--- src/rtl/message_writer.sv ---
// message_writer: composes a short message from switch codes and two
// pushbuttons (write / clear). Each button is synchronised, debounced and
// turned into a single-cycle press event. The character buffer is read
// combinationally by the display side.
module message_writer #(
    parameter int                DEPTH    = 8,
    parameter int                CODE_W   = 3,
    parameter logic [CODE_W-1:0] BLANK    = 3'b100,
    parameter int                DEBOUNCE = 500000
) (
    input  logic                       CLOCK_50,
    input  logic                       resetn,
    input  logic [CODE_W-1:0]          char_in,
    input  logic                       wr_btn,
    input  logic                       clr_btn,
    input  logic [$clog2(DEPTH)-1:0]   rd_addr,
    output logic [CODE_W-1:0]          rd_data,
    output logic [$clog2(DEPTH)-1:0]   wr_ptr,
    output logic [$clog2(DEPTH):0]     count,
    output logic                       full,
    output logic                       wr_ack
);

    localparam int            AW       = $clog2(DEPTH);
    localparam int            CW       = $clog2(DEBOUNCE + 1);
    localparam logic [CW-1:0] DEB_MAX  = CW'(DEBOUNCE);
    localparam logic [CW-1:0] DEB_ONE  = CW'(1);
    localparam logic [AW:0]   CNT_FULL = (AW + 1)'(DEPTH);
    localparam logic [AW:0]   CNT_ONE  = (AW + 1)'(1);
    localparam logic [AW-1:0] PTR_ONE  = AW'(1);

    // Button index 0 = write, 1 = clear; both share the same pipeline so
    // simultaneous presses yield coincident events.
    logic [1:0] btn_raw;
    logic [1:0] press_event;

    assign btn_raw = {clr_btn, wr_btn};

    generate
        for (genvar gi = 0; gi < 2; gi++) begin : g_btn
            logic          sync1_reg;
            logic          sync2_reg;
            logic          prev_reg;
            logic          level_reg;
            logic          level_next;
            logic          press_reg;
            logic [CW-1:0] cnt_reg;
            logic [CW-1:0] cnt_next;

            // Stability counter: restart on any change, saturate once stable.
            always_comb begin
                cnt_next   = cnt_reg;
                level_next = level_reg;
                if (sync2_reg != prev_reg) begin
                    cnt_next = '0;
                end else if (cnt_reg != DEB_MAX) begin
                    cnt_next = cnt_reg + DEB_ONE;
                end
                if (cnt_next == DEB_MAX) begin
                    level_next = sync2_reg;
                end
            end

            // Synchroniser, debounce state and press-edge detection.
            always_ff @(posedge CLOCK_50) begin
                if (!resetn) begin
                    sync1_reg <= 1'b1;
                    sync2_reg <= 1'b1;
                    prev_reg  <= 1'b1;
                    level_reg <= 1'b1;
                    cnt_reg   <= '0;
                    press_reg <= 1'b0;
                end else begin
                    sync1_reg <= btn_raw[gi];
                    sync2_reg <= sync1_reg;
                    prev_reg  <= sync2_reg;
                    cnt_reg   <= cnt_next;
                    level_reg <= level_next;
                    press_reg <= level_reg & ~level_next;
                end
            end

            assign press_event[gi] = press_reg;
        end
    endgenerate

    logic                wr_event;
    logic                clr_event;
    logic [AW-1:0]       ptr_reg;
    logic [AW-1:0]       ptr_next;
    logic [AW:0]         count_reg;
    logic [AW:0]         count_next;
    logic                ack_reg;
    logic                ack_next;
    logic                do_write;
    logic                do_clear;
    logic [DEPTH-1:0]    slot_we;
    logic [CODE_W-1:0]   buf_reg [DEPTH];

    assign wr_event  = press_event[0];
    assign clr_event = press_event[1];
    assign full      = (count_reg == CNT_FULL);

    // Event arbitration: clear beats write; writes into a full buffer are dropped.
    always_comb begin
        ptr_next   = ptr_reg;
        count_next = count_reg;
        ack_next   = 1'b0;
        do_write   = 1'b0;
        do_clear   = 1'b0;
        if (clr_event) begin
            ptr_next   = '0;
            count_next = '0;
            do_clear   = 1'b1;
        end else if (wr_event && !full) begin
            ptr_next   = ptr_reg + PTR_ONE;
            count_next = count_reg + CNT_ONE;
            ack_next   = 1'b1;
            do_write   = 1'b1;
        end
    end

    // Pointer, fill count and acknowledge pulse.
    always_ff @(posedge CLOCK_50) begin
        if (!resetn) begin
            ptr_reg   <= '0;
            count_reg <= '0;
            ack_reg   <= 1'b0;
        end else begin
            ptr_reg   <= ptr_next;
            count_reg <= count_next;
            ack_reg   <= ack_next;
        end
    end

    generate
        for (genvar gi = 0; gi < DEPTH; gi++) begin : g_we
            assign slot_we[gi] = do_write && (ptr_reg == AW'(gi));
        end
    endgenerate

    // Character buffer: blanked on reset or clear, one slot written per event.
    always_ff @(posedge CLOCK_50) begin
        if (!resetn || do_clear) begin
            for (int i = 0; i < DEPTH; i++) begin
                buf_reg[i] <= BLANK;
            end
        end else begin
            for (int i = 0; i < DEPTH; i++) begin
                if (slot_we[i]) begin
                    buf_reg[i] <= char_in;
                end
            end
        end
    end

    assign rd_data = buf_reg[rd_addr];
    assign wr_ptr  = ptr_reg;
    assign count   = count_reg;
    assign wr_ack  = ack_reg;

endmodule
--- config.mk ---
export PLATFORM = sky130hd
export DESIGN_NAME = message_writer
export DESIGN_NICKNAME = d
export VERILOG_FILES = /design/src/rtl/message_writer.sv
export SDC_FILE = /design/constraint.sdc
export NUM_CORES = 1
export LEC_CHECK = 0
export CAP_MARGIN = 40
export CORE_MARGIN = 5
export CORE_UTILIZATION = 40
export DETAILED_ROUTE_END_ITERATION = 8
export PLACE_DENSITY = 0.55
export SLEW_MARGIN = 25
export SYNTH_ARGS = -nofsm -noshare
export SYNTH_HDL_FRONTEND = slang
export SYNTH_SLANG_ARGS = --single-unit
export TNS_END_PERCENT = 100
--- constraint.sdc ---
create_clock -name CLOCK_50 -period 3.7 [get_ports CLOCK_50]
set_input_delay 0.37 -clock CLOCK_50 [delete_from_list [all_inputs] [get_ports CLOCK_50]]
set_output_delay 0.37 -clock CLOCK_50 [all_outputs]
set_load 0.01 [all_outputs]
## Word-level counts from Yosys, hierarchy flattened

Memories as Yosys holds them, arrays and structs flattened.
Cells that the tools add are included.

- Bitwise gates (word level): 13
- Mux-type cells: 43
- Reductions and logical operators: 14
- Eq/ne operators: 14
- Add/sub/neg operators: 4

Operators with widths:

| operator | count |
|---|---|
| two-way mux 19 bit | 4 |
| adder 19 x 1 -> 19 bit, second input constant | 2 |
| == test 19 bit, second input constant | 2 |
| != test 19 bit, second input constant | 2 |
| two-way mux 1 bit | 31 |
| two-way mux 3 bit | 8 |
| == test 3 bit, second input constant | 4 |
| logical AND 1 bit | 9 |
| OR 1 bit | 8 |
| == test 3 x 2 -> 1 bit, second input constant | 2 |
| adder 4 x 1 -> 4 bit, second input constant | 1 |
| == test 4 bit, second input constant | 1 |
| adder 3 x 1 -> 3 bit, second input constant | 1 |
| == test 3 x 1 -> 1 bit, second input constant | 1 |
| logical NOT 3 bit | 1 |
| inverter 1 bit | 3 |
| bitwise AND 1 bit | 2 |
| logical NOT 1 bit | 2 |
| != test 1 bit | 2 |
| OR reduction 2 bit | 1 |
| logical OR 1 bit | 1 |

- Memories: 1
- Bits in writable memories: 24
- Input bits: 10
- Logic and storage cells: 104
- Output and inout bits: 12
- Bits in registers: 56

Memory list:

| memory | depth | bits a word | read ports | clocked after memory_dff | wr ports | line | text |
|---|---|---|---|---|---|---|---|
| buf_reg | 8 | 3 | 1 | 0 | 8 | 98 | `logic [CODE_W-1:0] buf_reg [DEPTH];` |

## Logic depth before layout (Yosys ltp)

- Depth after elaboration: 10
- Gate-level depth with buffers: 9
- Depth with buffers taken out: 8

## Worst setup path before layout

No wires, ideal clock.

- Path type: register to register
- From: register g_btn[1].cnt_reg[0]
- To: register g_btn[1].level_reg
- Setup slack: 1720 ps
- Arrival: 1908 ps
- Stages on the path, launching flop included: 10
- Clock period less this slack: 1980 ps
- Setup time: 72 ps
- Required time: 3628 ps
- Buffers on the path: 1
- Cells stage by stage: dfxtp_1 -> clkbuf_2 -> inv_1 -> ha_1 -> nor4bb_1 -> nand4_1 -> nor4_1 -> o2111ai_1 -> nor4_2 -> mux2i_1

- Longest elaborated chain between the ends: 5
- Elaborated cells between the ends (all ways): 6
- Those cells by class: add/sub: 1; eq/ne: 2; mux: 3

Ends and longest elaborated chain:

| item | line | text |
|---|---|---|
| start, declared | 47 | `logic [CW-1:0] cnt_reg;` |
| start signal, assigned | 77 | `cnt_reg <= cnt_next;` |
| adder 19 x 1 -> 19 bit or != test 19 bit (tied branches) | 57, 56 |  |
| two-way mux 19 bit (*) | 56 | `end else if (cnt_reg != DEB_MAX) begin` |
| two-way mux 19 bit (*) | 54 | `if (sync2_reg != prev_reg) begin` |
| == test 19 bit (*) | 59 | `if (cnt_next == DEB_MAX) begin` |
| two-way mux 1 bit (*) | 59 |  |
| end signal, assigned | 78 | `level_reg <= level_next;` |
| end, declared | 44 | `logic level_reg;` |

Mark *: on every way between the ends. The rest lies on a longest branch, timed or not.
A chain may end at the register's enable or synchronous reset.

## Final worst setup path

- From: input port rd_addr[0]
- To: output port rd_data[0]

- Longest elaborated chain between the ends: 1

Ends and longest elaborated chain:

| item | line | text |
|---|---|---|
| start, declared | 16 | `input logic [$clog2(DEPTH)-1:0] rd_addr,` |
| memory read (8 x 3 bit) | n/a |  |
| end, declared | 17 | `output logic [CODE_W-1:0] rd_data,` |

Every way passes these cells.

==> reports/results.ini <==
[route]
wirelength_um = 8320
firstDrtPassIters = 4
vias_per_cell = 5.23
num_vias = 3095
ant_nets = 0
wl_per_cell_um = 14.1
first_iter_violations = 193
drc = 0

[clocking]
htreeDepth = 3
clkSinkCount = 80
cts_tree = yes
clockBufferDepth = 2
hold_buffers = 0
cts_buffers = 9
ctsResizeCount = 0
worstSkewPairLatency_ns = 0.34
cts_setup_buffers = 0
cts-root-buf = clkbuf_8
clk_pin_slew_ns = 0.08

[floorplanning]
ios = 22
die_area_sq_um = 12400
die_w_um = 112
start_util_pct = 40.5
core_sq_um = 10200
die_y_um = 112
rows = 37

[critical_path]
worst_ep_required_time_ns = 3.33
crit_type = in2out
endpoint_kind = output pin
crit_buf_inv = 2
r2r-end = g_btn[0].level_reg
crit_chain = clkdlybuf4s50_1 -> mux4_2 -> mux2_2 -> clkdlybuf4s50_1
critPathCapture = rd_data[0]
crit_family = buffers and inverters
cp.depth = 4
startpoint = rd_addr[0]
cp_slowest_cell = clkdlybuf4s50_1
crit_fanout = 6
reg2reg_depth = 7
worstPathArrival_ns = 2.38
cp_common_cell = clkdlybuf4s50_1
startpoint_type = input port
slowest_delay_ns = 0.71
worst-r2r-setup-slack_ns = 1.28
rr_startpoint = g_btn[0].cnt_reg[0]

[worst_hold_path]
hold_path.class = reg2reg

[job]
maxCapViolCount = 0

[sta]
final_hold_viol_count = 0
whs_ns = 0.428
min_period_over_period_pct = 74.4
skew_ns = 0.00705
fin_crit_ns = 2.75
relSlewSlack_pct = 53.5
rsz0062_at_grt = false
fmax_mhz = 363
worstMarginPinSlew_ns = 0.693
setup_tns_ns = 0
setup_viol = 0
slew_violations = 0
layout_setup_ws_ns = 0.946

[pwr]
ir_drop_mv = 0.187
leakage_nw = 1.58
total_power_mw = 1.80
p_per_area_nw_per_um2 = 388

[layout]
finalNetCount = 473
fin_area_sq_um = 4640
layout_common_cells = 60 x nor2_1, 56 x dfxtp_1, 47 x nand2_1, 24 x edfxtp_1
area_delta_synth_final_pct = 12.5
final_common_cell = nor2_1
final_layout_size_suffix_gt1_share_pct = 8.55
antennaDiodeCount = 0
largest_register_ffs = 38

[logic_synthesis]
synth_cells = 437
synth.cell_area_sq_um = 4120
synth_flop_cell = dfxtp_1
synth-seq-cells = 80
ys_seq_area_share_pct = 44.7
yosysWarnings = 0
yosysUniqueCellTypes = 56
avgSynthCellArea_sq_um = 9.44
synthesis.nets = 459
synth_edf_count = 24
synthArstFlopShare_pct = 0

[grt]
grtUsageTotal_pct = 14.1
antenna_found_initial = 0
first_global_vias = 2933
grt-ovfl-total = 0
grt_max_degree = 20
grt_first_pass_wirelength_um = 14400

[place]
hpwl_um = 6150
place_ws_ns = 0.931
place_congestion = 0.809
dpl_cell_area_sq_um = 4400
io_buffers = 21

[status]
status = completed

area by class of cell:
type / count / area (sq um)
fill: 979 / 5550
multi-input combinational: 318 / 2090
sequential: 80 / 1840
timing repair buffer: 22 / 218
tap: 136 / 170
clock buffer: 13 / 149
clock inverter: 3 / 90.1
inverter: 20 / 75.1
kinds of logic after synthesis:
logic type / after synthesis / synth area share, %
simple gates: 212 / 26.9
flops: 80 / 44.7
compound gates: 45 / 7.52
buf+inv: 39 / 4.55
xor+xnor: 35 / 7.43
mux: 14 / 5.34
fa+ha+maj: 12 / 3.64
worst register-to-register path, delay by kind of cell, from the launching register on:
family	cells	cell delay, ns
AND/OR/NAND/NOR	4	1.25
AO/OA/AOI/OAI	1	0.16
flip-flops	1	0.44
multiplexers	1	0.21
adder cells (fa/ha/maj)	1	0.29
stage by stage:
step                std cells  utilization (%)
detailed placement        576             43.2
global placement          576             43.2
global route              592             45.5
CTS                       592             45.5
finish                    592             45.5
floorplan                 437                -
synthesized netlist by cell type (all sizes together), types with 4 or more instances:
master,number,area (sq um)
mux2i,4,40.0
edfxtp,24,721
nand2b,8,50.1
nor2b,9,56.3
mux2,4,45.0
clkbuf,10,41.3
nand2,48,183
nand4,15,93.8
xor2,15,131
mux4,6,135
nor4,10,75.1
inv,20,75.1
nor4b,4,35.0
nand3,22,123
o21ai,9,45.0
ha,12,150
xnor2,20,175
nor2,60,225
a31oi,6,37.5
and3,9,57.6
a21oi,11,55.1
and4,6,53.8
dfxtp,56,1120
nor3,9,56.3
buf,9,71.3
where the power goes:
part / total, mW / internal, mW / switching, mW
logic: 0.0960 / 0.0440 / 0.0520
registers: 0.932 / 0.918 / 0.0147
clock network: 0.769 / 0.468 / 0.301
worst min path at each step:
stage	from	endpoint	slack [ns]	cells past startpoint
after CTS	g_btn[0].sync1_reg	g_btn[0].sync2_reg	0.43	1
after floorplan	g_btn[0].sync1_reg	g_btn[0].sync2_reg	0.39	1
after global placement	g_btn[0].sync1_reg	g_btn[0].sync2_reg	0.40	1
after global routing	g_btn[1].sync1_reg	g_btn[1].sync2_reg	0.45	1
after detailed placement	g_btn[0].sync1_reg	g_btn[0].sync2_reg	0.41	1
final	g_btn[0].sync1_reg	g_btn[0].sync2_reg	0.43	1
routing by layer:
layer | routed length (um) | track usage [%]
met1 | 3950 | 18.4
met2 | 3950 | 23.4
met3 | 304 | 3.10
met4 | 114 | 4.87
met5 | 0 | 0
Note: power is estimated with default switching activity, not from simulation.
